`src/rtl/pipeline_controller.sv`:
```
`default_nettype none
// ----------------------------------------------------------------------------
// pipeline_controller: run/step/halt sequencing and hazard stalls for a 5-stage
// pipeline. Optional single-step support is enabled by macro PIPE_CTRL_STEP_EN.
// Revision: 1.0
// ----------------------------------------------------------------------------
module pipeline_controller #(
  parameter int DRAIN_CYCLES = 4,
  parameter int CNT_WIDTH    = 32
) (
  input  logic                 i_clk,
  input  logic                 i_reset_n,
  input  logic                 i_cmd_valid,
  input  logic [1:0]           i_cmd,
  output logic                 o_cmd_ready,
  input  logic [4:0]           i_id_rs,
  input  logic [4:0]           i_id_rt,
  input  logic                 i_id_uses_rt,
  input  logic [1:0]           i_reg_in_jump,
  input  logic                 i_jump,
  input  logic                 i_halt_id,
  input  logic                 i_ex_mem_read,
  input  logic                 i_ex_reg_write,
  input  logic [4:0]           i_ex_write_reg,
  input  logic                 i_mem_mem_read,
  input  logic [4:0]           i_mem_write_reg,
  output logic                 o_pipe_enable,
  output logic                 o_stall,
  output logic                 o_pc_write,
  output logic                 o_ifid_write,
  output logic                 o_flush_if,
  output logic                 o_halted,
  output logic [CNT_WIDTH-1:0] o_cycle_count
);

  typedef enum logic [2:0] {
    S_IDLE   = 3'd0,
    S_RUN    = 3'd1,
`ifdef PIPE_CTRL_STEP_EN
    S_STEP   = 3'd2,
`endif
    S_DRAIN  = 3'd3,
    S_HALTED = 3'd4
  } state_t;

  localparam logic [3:0] c_DRAIN_LOAD = 4'(DRAIN_CYCLES - 1);

  state_t                 r_state;
  state_t                 w_state_nxt;
  logic [3:0]             r_drain_cnt;
  logic [3:0]             w_drain_nxt;
  logic                   r_pipe_enable;
  logic                   r_halted;
  logic                   r_cmd_ready;
  logic [CNT_WIDTH-1:0]   r_cycle_cnt;

  logic w_abort;
  logic w_run;
  logic w_step;
  logic w_load_use;
  logic w_br_ex;
  logic w_br_mem;
  logic w_stall;
  logic w_advance;
  logic w_halt_go;

  assign w_abort = i_cmd_valid && (i_cmd == 2'b11);
  assign w_run   = i_cmd_valid && (i_cmd == 2'b01);
`ifdef PIPE_CTRL_STEP_EN
  assign w_step  = i_cmd_valid && (i_cmd == 2'b10);
`else
  assign w_step  = 1'b0;
`endif

  assign w_load_use = i_ex_mem_read && (i_ex_write_reg != 5'd0) &&
                      ((i_ex_write_reg == i_id_rs) ||
                       (i_id_uses_rt && (i_ex_write_reg == i_id_rt)));

  // rt only participates in the compare-branch form (rs+rt)
  assign w_br_ex  = i_ex_reg_write && (i_ex_write_reg != 5'd0) && (i_reg_in_jump != 2'b00) &&
                    ((i_ex_write_reg == i_id_rs) ||
                     ((i_reg_in_jump == 2'b01) && (i_ex_write_reg == i_id_rt)));
  assign w_br_mem = i_mem_mem_read && (i_mem_write_reg != 5'd0) && (i_reg_in_jump != 2'b00) &&
                    ((i_mem_write_reg == i_id_rs) ||
                     ((i_reg_in_jump == 2'b01) && (i_mem_write_reg == i_id_rt)));

  assign w_stall   = (w_load_use || w_br_ex || w_br_mem) && r_pipe_enable;
  assign w_advance = r_pipe_enable && !w_stall && (r_state != S_DRAIN);
  assign w_halt_go = i_halt_id && !w_stall;

  always_comb begin
    w_state_nxt = r_state;
    w_drain_nxt = r_drain_cnt;
    if (w_abort) begin
      w_state_nxt = S_IDLE;
      w_drain_nxt = 4'd0;
    end else begin
      case (r_state)
        S_IDLE: begin
          if (w_run)
            w_state_nxt = S_RUN;
`ifdef PIPE_CTRL_STEP_EN
          else if (w_step)
            w_state_nxt = S_STEP;
`endif
        end
        S_RUN: begin
          if (w_halt_go) begin
            w_state_nxt = S_DRAIN;
            w_drain_nxt = c_DRAIN_LOAD;
          end
        end
`ifdef PIPE_CTRL_STEP_EN
        S_STEP: begin
          if (w_halt_go) begin
            w_state_nxt = S_DRAIN;
            w_drain_nxt = c_DRAIN_LOAD;
          end else begin
            w_state_nxt = S_IDLE;
          end
        end
`endif
        S_DRAIN: begin
          if (r_drain_cnt == 4'd0)
            w_state_nxt = S_HALTED;
          else
            w_drain_nxt = r_drain_cnt - 4'd1;
        end
        S_HALTED: w_state_nxt = S_HALTED;
        default: begin
          w_state_nxt = S_IDLE;
          w_drain_nxt = 4'd0;
        end
      endcase
    end
  end

  always_ff @(posedge i_clk or negedge i_reset_n) begin
    if (!i_reset_n) begin
      r_state       <= S_IDLE;
      r_drain_cnt   <= 4'd0;
      r_pipe_enable <= 1'b0;
      r_halted      <= 1'b0;
      r_cmd_ready   <= 1'b1;
      r_cycle_cnt   <= '0;
    end else begin
      r_state       <= w_state_nxt;
      r_drain_cnt   <= w_drain_nxt;
      r_pipe_enable <= !((w_state_nxt == S_IDLE) || (w_state_nxt == S_HALTED));
      r_halted      <= (w_state_nxt == S_HALTED);
      r_cmd_ready   <= (w_state_nxt == S_IDLE) || (w_state_nxt == S_HALTED);
      if (w_abort)
        r_cycle_cnt <= '0;
      else if (r_pipe_enable && !(&r_cycle_cnt))
        r_cycle_cnt <= r_cycle_cnt + CNT_WIDTH'(1);
    end
  end

  assign o_cmd_ready   = r_cmd_ready;
  assign o_pipe_enable = r_pipe_enable;
  assign o_stall       = w_stall;
  assign o_pc_write    = w_advance;
  assign o_ifid_write  = w_advance;
  assign o_flush_if    = i_jump && w_advance;
  assign o_halted      = r_halted;
  assign o_cycle_count = r_cycle_cnt;

endmodule
`default_nettype wire

```
`config.mk`:
```
export PLATFORM = sky130hd
export DESIGN_NAME = pipeline_controller
export DESIGN_NICKNAME = d
export VERILOG_FILES = /design/src/rtl/pipeline_controller.sv
export SDC_FILE = /design/constraint.sdc
export NUM_CORES = 1
export LEC_CHECK = 0
export ABC_AREA = 1
export ABC_CLOCK_PERIOD_IN_PS = 2000
export CAP_MARGIN = 20
export CORE_AREA = 2 2 67 117
export CTS_BUF_LIST = sky130_fd_sc_hd__clkbuf_4 sky130_fd_sc_hd__clkbuf_8
export CTS_CLUSTER_DIAMETER = 40
export DETAILED_ROUTE_END_ITERATION = 10
export DIE_AREA = 0 0 69 119
export PLACE_DENSITY = 0.75
export RECOVER_POWER = 50
export SKIP_LAST_GASP = 1
export SYNTH_ARGS = -nofsm -noshare
export SYNTH_HDL_FRONTEND = slang
export SYNTH_SLANG_ARGS = --single-unit
```
`constraint.sdc`:
```
create_clock -name i_clk -period 2 [get_ports i_clk]
set_input_delay 0.2 -clock i_clk [delete_from_list [all_inputs] [get_ports i_clk]]
set_output_delay 0.2 -clock i_clk [all_outputs]
set_load 0.02 [all_outputs]
```
=== Word level (Yosys, flattened, before mapping) ===
Index checks and enable logic that the tools add are counted.
Widths: inputs -> output; s select.

* $add $sub $neg: 2
* Reductions and logical operators: 38
* Equal/unequal tests: 15
* Muxes and demuxes: 11

{| class="wikitable"
|+ Operators by type and width
! operator !! count
|-
| $mux 32 || 2
|-
| $add 32x1->32 const B || 1
|-
| $reduce_and 32->1 || 1
|-
| $eq 5x5->1 || 4
|-
| $logic_and 1x1->1 || 19
|-
| $mux 3 || 4
|-
| $mux 4 || 3
|-
| $pmux 3 s4 || 1
|-
| $pmux 4 s3 || 1
|-
| $reduce_bool 5->1 || 2
|-
| $eq 3x3->1 const B || 2
|-
| $logic_not 3->1 || 2
|-
| $logic_or 1x1->1 || 6
|-
| $ne 3x3->1 const B || 2
|-
| $eq 2x1->1 const B || 2
|-
| $logic_not 4->1 || 1
|-
| $reduce_bool 2->1 || 2
|-
| $sub 4x1->4 const B || 1
|-
| $eq 3x1->1 const B || 1
|-
| $eq 3x2->1 const B || 1
|-
| $logic_not 1->1 || 3
|-
| $ne 3x2->1 const B || 1
|-
| $reduce_and 3->1 || 1
|-
| $eq 2x2->1 const B || 1
|-
| 2 further kinds || 2
|}

* Register bits: 42
* Input port bits: 33
* Output and inout bits: 39
* Logic and storage cells: 72

=== Longest topological paths before layout ===
Gate-level depths: netlist of run 1.

* Depth after elaboration: 15
* Mapped depth: 16
* Gate-level depth less buffers: 16

=== Worst setup path before layout of run 1 ===
OpenSTA, ideal clock, no wires.

* Path type: reg2reg
* From: register r_cycle_cnt[1] (netlist: o_cycle_count[1])
* To: register r_cycle_cnt[23] (netlist: o_cycle_count[23])
* Period minus slack after synthesis: 1.868 ns
* Stages on the path, launching flop included: 12
* Setup slack: 0.132 ns
* Buffers on the path: 1
* Arrival: 1.748 ns
* Library setup time: 0.120 ns
* Data required time: 1.880 ns
* Cells stage by stage: dfrtp_1 ha_1 inv_1 nor3_4 nand2_2 nor2_2 nand2_2 nand2_4 nand2_4 buf_6 nand2_1 o21ai_2

* Word-level cells in the longest chain between the ends: 4
* Elaborated cells on any way between the ends: 7
* Those cells by class: add/sub: 1; mux: 2; reduce/logical: 4

{| class="wikitable"
|+ RTL lines
! item !! RTL line !! text
|-
| start, declared || 55 || <nowiki>logic [CNT_WIDTH-1:0] r_cycle_cnt;</nowiki>
|-
| start signal, assigned || 155 || <nowiki>r_cycle_cnt <= r_cycle_cnt + CNT_WIDTH'(1);</nowiki>
|-
| parallel branches: the longest is 4 deep, another holds $add 32x1->32 || -- ||
|}

Parallel ways; which one is timed is not known. The select of a mux whose other input is x is not followed.
A chain may end at the register's enable or synchronous reset.

=== Final worst setup path of run 1 ===
* From: input port i_id_rs[0]
* To: output port o_flush_if

* Word-level cells in the longest chain between the ends: 10
* Elaborated cells on any way between the ends: 15
* Those cells by class: eq/ne: 2; reduce/logical: 13

{| class="wikitable"
|+ RTL lines
! item !! RTL line !! text
|-
| start, declared || 16 || <nowiki>input logic [4:0] i_id_rs,</nowiki>
|-
| $eq 5x5->1 || 76, 81 ||
|-
| $logic_or 1x1->1, on equally long branches || 76, 81 ||
|-
| $logic_and 1x1->1, on equally long branches || 75, 80 ||
|-
| $logic_or 1x1->1 || 87 || <nowiki>assign w_stall = (w_load_use || w_br_ex || w_br_mem) && r_pipe_enable;</nowiki>
|-
| $logic_or 1x1->1 * || 87 ||
|-
| $logic_and 1x1->1 * || 87 ||
|-
| $logic_not 1->1 * || 88 || <nowiki>assign w_advance = r_pipe_enable && !w_stall && (r_state != S_DRAIN);</nowiki>
|-
| $logic_and 1x1->1 * (2 in series) || 88 ||
|-
| $logic_and 1x1->1 * || 164 || <nowiki>assign o_flush_if = i_jump && w_advance;</nowiki>
|-
| end, declared || 31 || <nowiki>output logic o_flush_if,</nowiki>
|}

Mark *: on every way between the ends. The rest lies on a longest branch, timed or not.

==> results_dict.tcl, run 1 <==
set metrics [dict create \
    status "completed" \
    placed_area_um2 4227 \
    cap_violations 0 \
    seq_area_frac_synth_pct 32.79 \
    antennaDiodeCount 0 \
    synth_area_per_cell_um2 6.728 \
    cts_tree "done" \
    nFillCells 713 \
    row_count 42 \
    cp_slowest_stage_delay_ns 0.47 \
    synth_top_area_cell "dfrtp_1" \
    fin_skew_ns 0.009942 \
    core_area_um2 7357 \
    final_area_um2 4378 \
    cellLeakagePower_nw 2.161 \
    io_buffers 71 \
    finalSetupViolations 0 \
    endpoint_kind "primary output" \
    synthTopCellsByArea "dfrtp_1 (32%), nand2_1 (16%), inv_1 (8.7%)" \
    cpLargestDelayFamily "simple AND/OR/NAND/NOR gates" \
    arrival_ns 1.68 \
    rsz0062_at_grt "yes" \
    viasPerCell 5.268 \
    critPathLaunchType "primary input" \
    cp_max_fo 3 \
    gp_congestion 1.005 \
    slew_violations 0 \
    worst_pin_slew_ns 1.338 \
    synthesis.area_um2 3209 \
    drive_gt1_share_pct 14.85 \
    routed_wl_um 9892 \
    synth_cell_type_count 32 \
    slew_headroom_pct 10.82 \
    firstDrtPassIters 4 \
    cts.sinks 42 \
    grt_start_max_net_pins 31 \
    drc 0 \
    cpMaxStageDelayCell "clkdlybuf4s50_1" \
    required_ns 1.80 \
    ir_drop_mv 0.3961 \
    total_power_w 0.003651 \
    drt_iter0_drc 183 \
    clk_pin_slew_ns 0.09 \
    yosys_register_bits 42 \
    ios 72 \
    dieArea_um2 8211 \
    hpwl_um 7983 \
    finalHoldViolCount 0 \
    vias 3514 \
    syn_nets 513 \
    power_density_nw_per_um2 833.9 \
    overflow 0 \
    clkLatencyLatePin_ns 0.32 \
    clockBufferDepth 2 \
    grt_pass1_wl_um 15990 \
    synth_cells 477 \
    min_period_ns 1.881 \
    grt_pass1_vias 3507 \
    worstSetupPathType "in -> out" \
    hold_path_class "in -> reg" \
    yosys_warnings 0 \
    cts_root_buf "clkbuf_8" \
    post-route-period-util_pct 94.07 \
    path_cells "clkdlybuf4s50_1, xor2_1, nor2_1, nand3_1, nand2_1, nand2_1, nand2_2, nor3_4, and2_4, buf_6" \
    start_util_pct 43.62 \
    crit_top_cell "nand2_1" \
    grt_usage_pct 24.30 \
    die_y_um 119 \
    max_freq_ghz 0.5315 \
    die_w_um 69 \
    areaGrowthSynthToFinish_pct 36.41 \
    cts_buffers 5 \
    finish.net_count 614 \
    yosysTopAreaCellShare_pct 31.97 \
    antenna_found_initial 0 \
    wl_per_cell_um 14.83 \
    critPathBufInv 2 \
    ant_nets 0 \
    tns_ns 0 \
    h-tree-depth 2 \
]
synth_stat cells:
library cell	instances
buf_6	3
nor2_2	1
nor4_1	4
o21ai_0	8
a21oi_2	1
nor3_4	2
inv_2	1
nand3_1	28
xor2_1	20
xnor2_1	3
nand3b_1	1
ha_1	3
nand2_1	135
o21ai_1	4
and2_1	1
nor4_4	1
buf_4	1
a21oi_1	7
nor2_1	60
o21ai_2	20
nand2_2	2
dfstp_2	1
inv_1	74
nand4_1	25
buf_2	1
nor4_2	1
nor3_2	2
nor3_1	19
dfrtp_1	41
clkbuf_1	4
a31oi_1	1
nand2_4	2
per-stage QoR:
step / setup slack [ns] / utilization, % / hold WS, ns / instances
CTS: 0.0005207 / 58.83 / 0.4146 / 666
floorplan: 0.1320 / - / -0.09559 / 477
finish: 0.1185 / 59.51 / 0.4705 / 667
detailed placement: -0.5333 / 57.45 / 0.2264 / 657
global route: -0.006095 / 59.51 / 0.4726 / 667
global placement: -0.4516 / 57.45 / 0.2149 / 657
report_power, final:
part | internal (W) | switching (W) | total (W)
registers | 0.00102 | 0.000130 | 0.00115
logic | 0.000762 | 0.00115 | 0.00191
clock network | 0.000246 | 0.000339 | 0.000585
total | 0.00203 | 0.00162 | 0.00365
cells in the final DEF (no fill, tap or decap), types with 7 or more instances in the layout:
master / count
nor3_1: 17
xor2_1: 20
nand4_1: 25
dlymetal6s2s_1: 7
buf_4: 28
dlygate4sd3_1: 15
clkdlybuf4s50_1: 42
inv_1: 73
nor2_1: 58
dfrtp_1: 41
a21oi_1: 7
nand3_1: 28
o21ai_2: 20
nand2_1: 132
repair_timing:
action	in CTS	in global routing
hold endpoints to repair	21	0
resized for setup	18	23
hold buffers	1	0
endpoints found under the setup margin	4	35
pin swaps	2	2
buffers inserted	0	1
flip-flops by register name (all words and copies together), names as in the netlist:
register and flops:
o_cycle_count 32, r_drain_cnt 4, r_state 3, o_cmd_ready 1
o_halted 1, o_pipe_enable 1
logic make-up (layout without fill, tap and decap cells):
group / count (synthesis) / after routing / share of synthesized area (%)
xor gates and xnor gates: 23 / 23 / 6.277
adders and majority gates: 3 / 3 / 1.170
and+or+nand+nor: 284 / 284 / 40.20
AOI/OAI and AO/OA: 41 / 41 / 8.889
DFF: 42 / 42 / 32.79
buffers and inverters: 84 / 186 / 10.68
layout make-up:
class | instances | area [um^2] | share of cell area (%)
clock buffer | 5 | 68.82 | 1.572
clock inverter | 3 | 21.27 | 0.4859
inverter | 75 | 285.3 | 6.516
multi-input combinational | 351 | 1856 | 42.38
sequential | 42 | 1052 | 24.04
tap | 88 | 110.1 | 2.515
timing repair buffer | 103 | 984.7 | 22.49
worst paths after layout:
kind / startpoint / to / slack, ns / cells past startpoint
worst max-delay path: i_id_rs[0] / o_flush_if / 0.12 / 10
worst min-delay path: i_halt_id / r_state[1]$_DFF_PN0_ / 0.47 / 3
worst max register to register: o_cycle_count[1]$_DFFE_PN0P_ / o_cycle_count[17]$_DFFE_PN0P_ / 0.13 / 11
worst min register to register: r_drain_cnt[1]$_DFFE_PN0P_ / r_drain_cnt[1]$_DFFE_PN0P_ / 0.55 / 2
max in group asynchronous: i_reset_n / o_cycle_count[7]$_DFFE_PN0P_ / 0.51 / 2
min in group asynchronous: i_reset_n / o_pipe_enable$_DFF_PN0_ / 0.70 / 2
worst register-to-register path, cell delays in order (launching register included):
cell	delay, ns
dfrtp_1	0.39
ha_1	0.17
inv_1	0.13
nor3_4	0.20
nand2_4	0.12
nor2_4	0.14
nand2_2	0.10
nand2_4	0.10
nand2_4	0.11
buf_12	0.19
nand2_1	0.06
o21ai_1	0.07
per-layer routing:
layer / share of wire [%] / track usage (%) / up-vias / wire length (um)
met5: 0 / 0 / - / 0
met4: 4.6 / 13.36 / 0 / 454
met3: 3.1 / 2.961 / 32 / 311
met2: 55 / 46.39 / 108 / 5484
met1: 37 / 24.89 / 1646 / 3641
li1: - / - / 1728 / -
(Power assumes the default switching activity.)
==> inputs of run 2 (changes only) <==
--- a/config.mk
+++ b/config.mk
@@ -6,14 +6,15 @@
 export NUM_CORES = 1
 export LEC_CHECK = 0
 export ABC_AREA = 1
-export ABC_CLOCK_PERIOD_IN_PS = 2000
+export ABC_CLOCK_PERIOD_IN_PS = 1700
 export CAP_MARGIN = 20
 export CORE_AREA = 2 2 67 117
 export CTS_BUF_LIST = sky130_fd_sc_hd__clkbuf_4 sky130_fd_sc_hd__clkbuf_8
 export CTS_CLUSTER_DIAMETER = 40
 export DETAILED_ROUTE_END_ITERATION = 10
 export DIE_AREA = 0 0 69 119
-export PLACE_DENSITY = 0.75
+export HOLD_SLACK_MARGIN = 0.15
+export PLACE_DENSITY = 0.78
 export RECOVER_POWER = 50
 export SKIP_LAST_GASP = 1
 export SYNTH_ARGS = -nofsm -noshare
==> constraint.sdc (replaced) <==
create_clock -name i_clk -period 1.7 [get_ports i_clk]
set_input_delay 0.17 -clock i_clk [delete_from_list [all_inputs] [get_ports i_clk]]
set_output_delay 0.17 -clock i_clk [all_outputs]
set_load 0.02 [all_outputs]
==> results_dict.tcl, run 2 (same netlist as run 1, synthesis figures left out) <==
set metrics [dict create \
    hold_path_class "in -> async" \
    die_y_um 119 \
    violations "negative setup slack" \
    grt_pass1_wl_um 17370 \
    grt_start_max_net_pins 27 \
    hold_ws_ns 0.4193 \
    cts_tree "done" \
    ios 72 \
    antenna_found_initial 0 \
    worst_slack_ns -0.01989 \
    power_density_nw_per_um2 986.8 \
    cts.sinks 42 \
    drive_gt1_share_pct 28.91 \
    critPathLaunchType "register" \
    arrival_ns 1.93 \
    clk_pin_slew_ns 0.09 \
    gp_congestion 0.9807 \
    viasPerCell 5.200 \
    worstSetupPathType "reg -> reg" \
    clockBufferDepth 2 \
    fin_skew_ns 0.01233 \
    total_power_w 0.004825 \
    drt-met1-wl_um 3650 \
    core_area_um2 7357 \
    multiInputGateArea_um2 2001 \
    dieArea_um2 8211 \
    dp_cells 694 \
    path_cells "ha_4, inv_6, nor3_4, nand2_4, nor2_4, nand2_2, nand2_4, nand2_8, buf_12, nand2_1, o21ai_2" \
    required_ns 1.91 \
    hpwl_um 8597 \
    finish.net_count 661 \
    antennaDiodeCount 0 \
    row_count 42 \
    post-route-period-util_pct 101.2 \
    drc 0 \
    cts_buffers 5 \
    ant_nets 0 \
    nFillCells 651 \
    fin_util_pct 66.46 \
    cts_root_buf "clkbuf_8" \
    stdcell_count 714 \
    routed_wl_um 10960 \
    wl_per_cell_um 15.34 \
    crit_top_cell "nand2_4" \
    cap_violations 0 \
    finalHoldViolCount 0 \
    cpMaxStageDelayCell "dfrtp_2" \
    die_w_um 69 \
    largest_reg_flops 32 \
    worst_pin_slew_ns 0.6640 \
    wl_met3_um 478 \
    cp_max_fo 11 \
    cp_slowest_stage_delay_ns 0.41 \
    slew_headroom_pct 55.73 \
    start_util_pct 43.62 \
    final_cell_mix "nand2_1 (123), buf_4 (70), inv_1 (64), nor2_1 (52), clkdlybuf4s50_1 (42)" \
    cellLeakagePower_nw 2.378 \
    clkLatencyLatePin_ns 0.31 \
    finalSetupViolations 8 \
    slew_violations 0 \
    top_layer "met4" \
    rsz0062_at_grt "yes" \
    areaGrowthSynthToFinish_pct 52.36 \
    status "finished, violations left" \
    ir_drop_mv 0.9229 \
    max_freq_ghz 0.5814 \
    seq_area_um2 1069 \
    drt_iter0_drc 154 \
    final_common_cell "nand2_1" \
    vias 3713 \
    met2_length_um 6020 \
    endpoint_kind "register" \
    firstDrtPassIters 4 \
    io_buffers 71 \
    min_period_ns 1.720 \
    grt_usage_pct 26.64 \
    overflow 0 \
    grt_pass1_vias 3702 \
    h-tree-depth 2 \
]
[run 2: cell count changes in the layout (fill, tap and decap cells not counted), sizes merged]
cell          before  now
dlymetal6s2s       7    1
clkinvlp           2    1
dlygate4sd2        3   22
dlygate4sd3       15    1
clkbuf             7   11
buf               34   78
bufinv             0    1
[run 2: final timing paths]
| kind | slack, ns | cells past startpoint | end | startpoint |
|---|---|---|---|---|
| max | -0.02 | 11 | o_cycle_count[12]$_DFFE_PN0P_ | o_cycle_count[1]$_DFFE_PN0P_ |
| min | 0.42 | 2 | o_cycle_count[13]$_DFFE_PN0P_ | i_reset_n |
| max reg2reg | -0.02 | 11 | o_cycle_count[12]$_DFFE_PN0P_ | o_cycle_count[1]$_DFFE_PN0P_ |
| min reg2reg | 0.54 | 2 | r_drain_cnt[1]$_DFFE_PN0P_ | r_drain_cnt[1]$_DFFE_PN0P_ |
| max in group asynchronous | 0.39 | 3 | o_cycle_count[23]$_DFFE_PN0P_ | i_reset_n |
| min in group i_clk | 0.46 | 3 | r_state[1]$_DFF_PN0_ | i_halt_id |
[run 2: per-stage QoR]
stage               setup TNS, ns  worst slack [ns]  cell area (um^2)
floorplan                 -0.1160          -0.03857              3258
global placement           -4.713           -0.6438              4528
detailed placement         -4.959           -0.6705              4528
CTS                      -0.02707          -0.02707              4693
global route               -1.948           -0.1133              4890
finish                   -0.07326          -0.01989              4890
[run 2: layout make-up]
type / count / area share (%)
Clock buffer: 5 / 1.407
Clock inverter: 3 / 0.8188
Inverter: 75 / 5.937
Multi-Input combinational cell: 351 / 40.92
Sequential cell: 42 / 21.85
Tap cell: 88 / 2.252
Timing Repair Buffer: 150 / 26.82
[run 2: metal layers]
layer / vias up / global-route usage [%]
met4: 0 / 20.10
met5: - / 0
li1: 1813 / -
met3: 48 / 4.230
met1: 1726 / 25.58
met2: 126 / 49.40
[run 2: critical path: cells and delay by family (launching register included)]
family | cells | cell delay [ns]
simple gates | 7 | 0.76
fa+ha+maj | 1 | 0.16
compound gates | 1 | 0.05
buf+inv | 2 | 0.21
flops | 1 | 0.41
[run 2: power by group]
| part | total, W | switching, W | internal, W | leakage (nW) |
|---|---|---|---|---|
| clock network | 0.000804 | 0.000371 | 0.000433 | 0.0579 |
| registers | 0.00135 | 0.000136 | 0.00122 | 0.555 |
| logic | 0.00267 | 0.00150 | 0.00117 | 1.76 |
[run 2: what timing repair did]
item	4_1_cts	5_1_grt
cloned	0	2
endpoints found under the hold margin	23	0
hold buffers	1	0
resized for setup	62	36
pin swaps	7	8
buffers inserted	3	6
setup endpoints to repair	38	39
==> inputs of run 3 (changes only) <==
--- a/config.mk
+++ b/config.mk
@@ -6,7 +6,7 @@
 export NUM_CORES = 1
 export LEC_CHECK = 0
 export ABC_AREA = 1
-export ABC_CLOCK_PERIOD_IN_PS = 1700
+export ABC_CLOCK_PERIOD_IN_PS = 2210
 export CAP_MARGIN = 20
 export CORE_AREA = 2 2 67 117
 export CTS_BUF_LIST = sky130_fd_sc_hd__clkbuf_4 sky130_fd_sc_hd__clkbuf_8
@@ -14,7 +14,7 @@
 export DETAILED_ROUTE_END_ITERATION = 10
 export DIE_AREA = 0 0 69 119
 export HOLD_SLACK_MARGIN = 0.15
-export PLACE_DENSITY = 0.78
+export PLACE_DENSITY = 0.75
 export RECOVER_POWER = 50
 export SKIP_LAST_GASP = 1
 export SYNTH_ARGS = -nofsm -noshare
==> constraint.sdc (replaced) <==
create_clock -name i_clk -period 2.21 [get_ports i_clk]
set_input_delay 0.221 -clock i_clk [delete_from_list [all_inputs] [get_ports i_clk]]
set_output_delay 0.221 -clock i_clk [all_outputs]
set_load 0.02 [all_outputs]
==> results_dict.tcl, run 3 (same netlist as run 1, synthesis figures left out) <==
set metrics [dict create \
    start_util_pct 43.62 \
    fin_util_pct 57.58 \
    worstSetupPathType "reg -> reg" \
    post_cts_buffers 0 \
    cap_violations 0 \
    viasPerCell 5.179 \
    final_cell_mix "nand2_1 (135), inv_1 (74), nor2_1 (60), clkdlybuf4s50_1 (52), dfrtp_1 (41)" \
    dieArea_um2 8211 \
    finalHoldViolCount 0 \
    status "completed" \
    routed_wl_um 9761 \
    die_y_um 119 \
    drc 0 \
    gp_congestion 0.9542 \
    grt_usage_pct 24.36 \
    ir_drop_mv 0.2839 \
    power_density_nw_per_um2 750.6 \
    cts.sinks 42 \
    finalSetupViolations 0 \
    min_period_ns 2.070 \
    cellLeakagePower_nw 2.020 \
    hpwl_um 7976 \
    fin_skew_ns 0.004211 \
    stdcell_count 658 \
    rr_endpoint "o_cycle_count[22]$_DFFE_PN0P_" \
    cts_buffers 5 \
    core_area_um2 7357 \
    cts_tree "done" \
    rr_worst_depth 10 \
    slew_violations 0 \
    clkLatencyLatePin_ns 0.30 \
    worst_pin_slew_ns 1.152 \
    critPathLaunchType "register" \
    rsz0062_at_grt "no" \
    areaGrowthSynthToFinish_pct 32.01 \
    clockBufferDepth 2 \
    grt_pass1_wl_um 15840 \
    io_buffers 71 \
    drt_iter0_drc 240 \
    overflow 0 \
    endpoint_kind "register" \
    h-tree-depth 2 \
    drive_gt1_share_pct 11.58 \
    final_area_um2 4237 \
    die_w_um 69 \
    post-route-period-util_pct 93.66 \
    clk_pin_slew_ns 0.08 \
    arrival_ns 2.27 \
    required_ns 2.41 \
    vias 3408 \
    max_freq_ghz 0.4831 \
    cp_max_fo 13 \
    ant_nets 0 \
    hold_ws_ns 0.2539 \
    largest_reg_flops 32 \
    firstDrtPassIters 4 \
    slew_headroom_pct 23.23 \
    wl_per_cell_um 14.83 \
    cts_root_buf "clkbuf_8" \
    grt_start_max_net_pins 22 \
    row_count 42 \
    rrSetupSlack_ns 0.14 \
    placed_area_um2 4141 \
    finish.net_count 605 \
    dp_cells 649 \
    hold_path_class "in -> async" \
    grt_pass1_vias 3442 \
    antennaDiodeCount 0 \
    final_common_cell "nand2_1" \
    reg2reg_from "o_cycle_count[23]$_DFFE_PN0P_" \
    antenna_found_initial 0 \
    ios 72 \
]
-- run 3: changes by cell type in the layout (fill, tap and decap cells not counted), moves of 10 or more --
cell,change
clkdlybuf4s50_1,+10
dlygate4sd3_1,+14
inv_1,+10
nand2_1,+12
dfrtp_1,+13
buf_4,-51
dlygate4sd2_1,-20
nand2_2,-10
dfrtp_2,-13
-- run 3: how the worst max path moves through the flow --
| stage | end | from | depth (start not counted) | slack, ns |
|---|---|---|---|---|
| after floorplan | o_cycle_count[23]$_DFFE_PN0P_ | o_cycle_count[1]$_DFFE_PN0P_ | 11 | 0.34 |
| after global placement | o_flush_if | i_ex_write_reg[3] | 14 | -0.30 |
| after detailed placement | o_flush_if | i_ex_write_reg[3] | 14 | -0.33 |
| after CTS | o_flush_if | i_ex_write_reg[3] | 14 | 0.04 |
| after global routing | o_cycle_count[22]$_DFFE_PN0P_ | o_cycle_count[1]$_DFFE_PN0P_ | 11 | 0.02 |
| final | o_cycle_count[22]$_DFFE_PN0P_ | o_cycle_count[23]$_DFFE_PN0P_ | 10 | 0.14 |
-- run 3: report_power, final --
part / switching, W / internal, W
registers: 0.000144 / 0.000924
clock network: 0.000283 / 0.000265
logic: 0.000968 / 0.000596
-- run 3: repair_timing --
action,in CTS,in global routing
endpoints found under the hold margin,42,0
resized for setup,5,5
setup endpoints to repair,4,3
pin swaps,0,0
hold buffers,1,0
cloned,0,0
-- run 3: per-stage QoR --
| step | setup TNS, ns | worst slack [ns] | total power (W) |
|---|---|---|---|
| global placement | -0.8387 | -0.3003 | 0.002644 |
| floorplan | 0 | 0.3420 | 0.002018 |
| detailed placement | -0.9692 | -0.3257 | 0.002685 |
| global route | 0 | 0.01762 | 0.003375 |
| finish | 0 | 0.1401 | 0.003180 |
| CTS | 0 | 0.03561 | 0.003219 |
-- run 3: final cells by class --
class / instances / area [um^2]
clock buffer: 7 / 90.09
sequential: 42 / 1052
timing repair buffer: 94 / 872.1
multi-input combinational: 351 / 1826
tap: 88 / 110.1
inverter: 75 / 281.5
fill: 741 / 3120
clock inverter: 1 / 5.005
-- run 3: critical path: stages (launching register included) --
cell	delay (ns)
dfrtp_1	0.40
inv_1	0.08
nor3_1	0.41
nand2_1	0.18
nor3_4	0.18
nand2_2	0.10
nand2_4	0.10
nand2_4	0.15
buf_4	0.23
nand2_1	0.07
nand2_1	0.05
-- run 3: metal layers --
layer,GRT usage (%),vias up,share of wire [%]
li1,-,1706,-
met1,24.54,1577,36
met2,46.15,94,55
met3,3.130,31,3.0
met4,14.83,0,5.7
met5,0,-,0
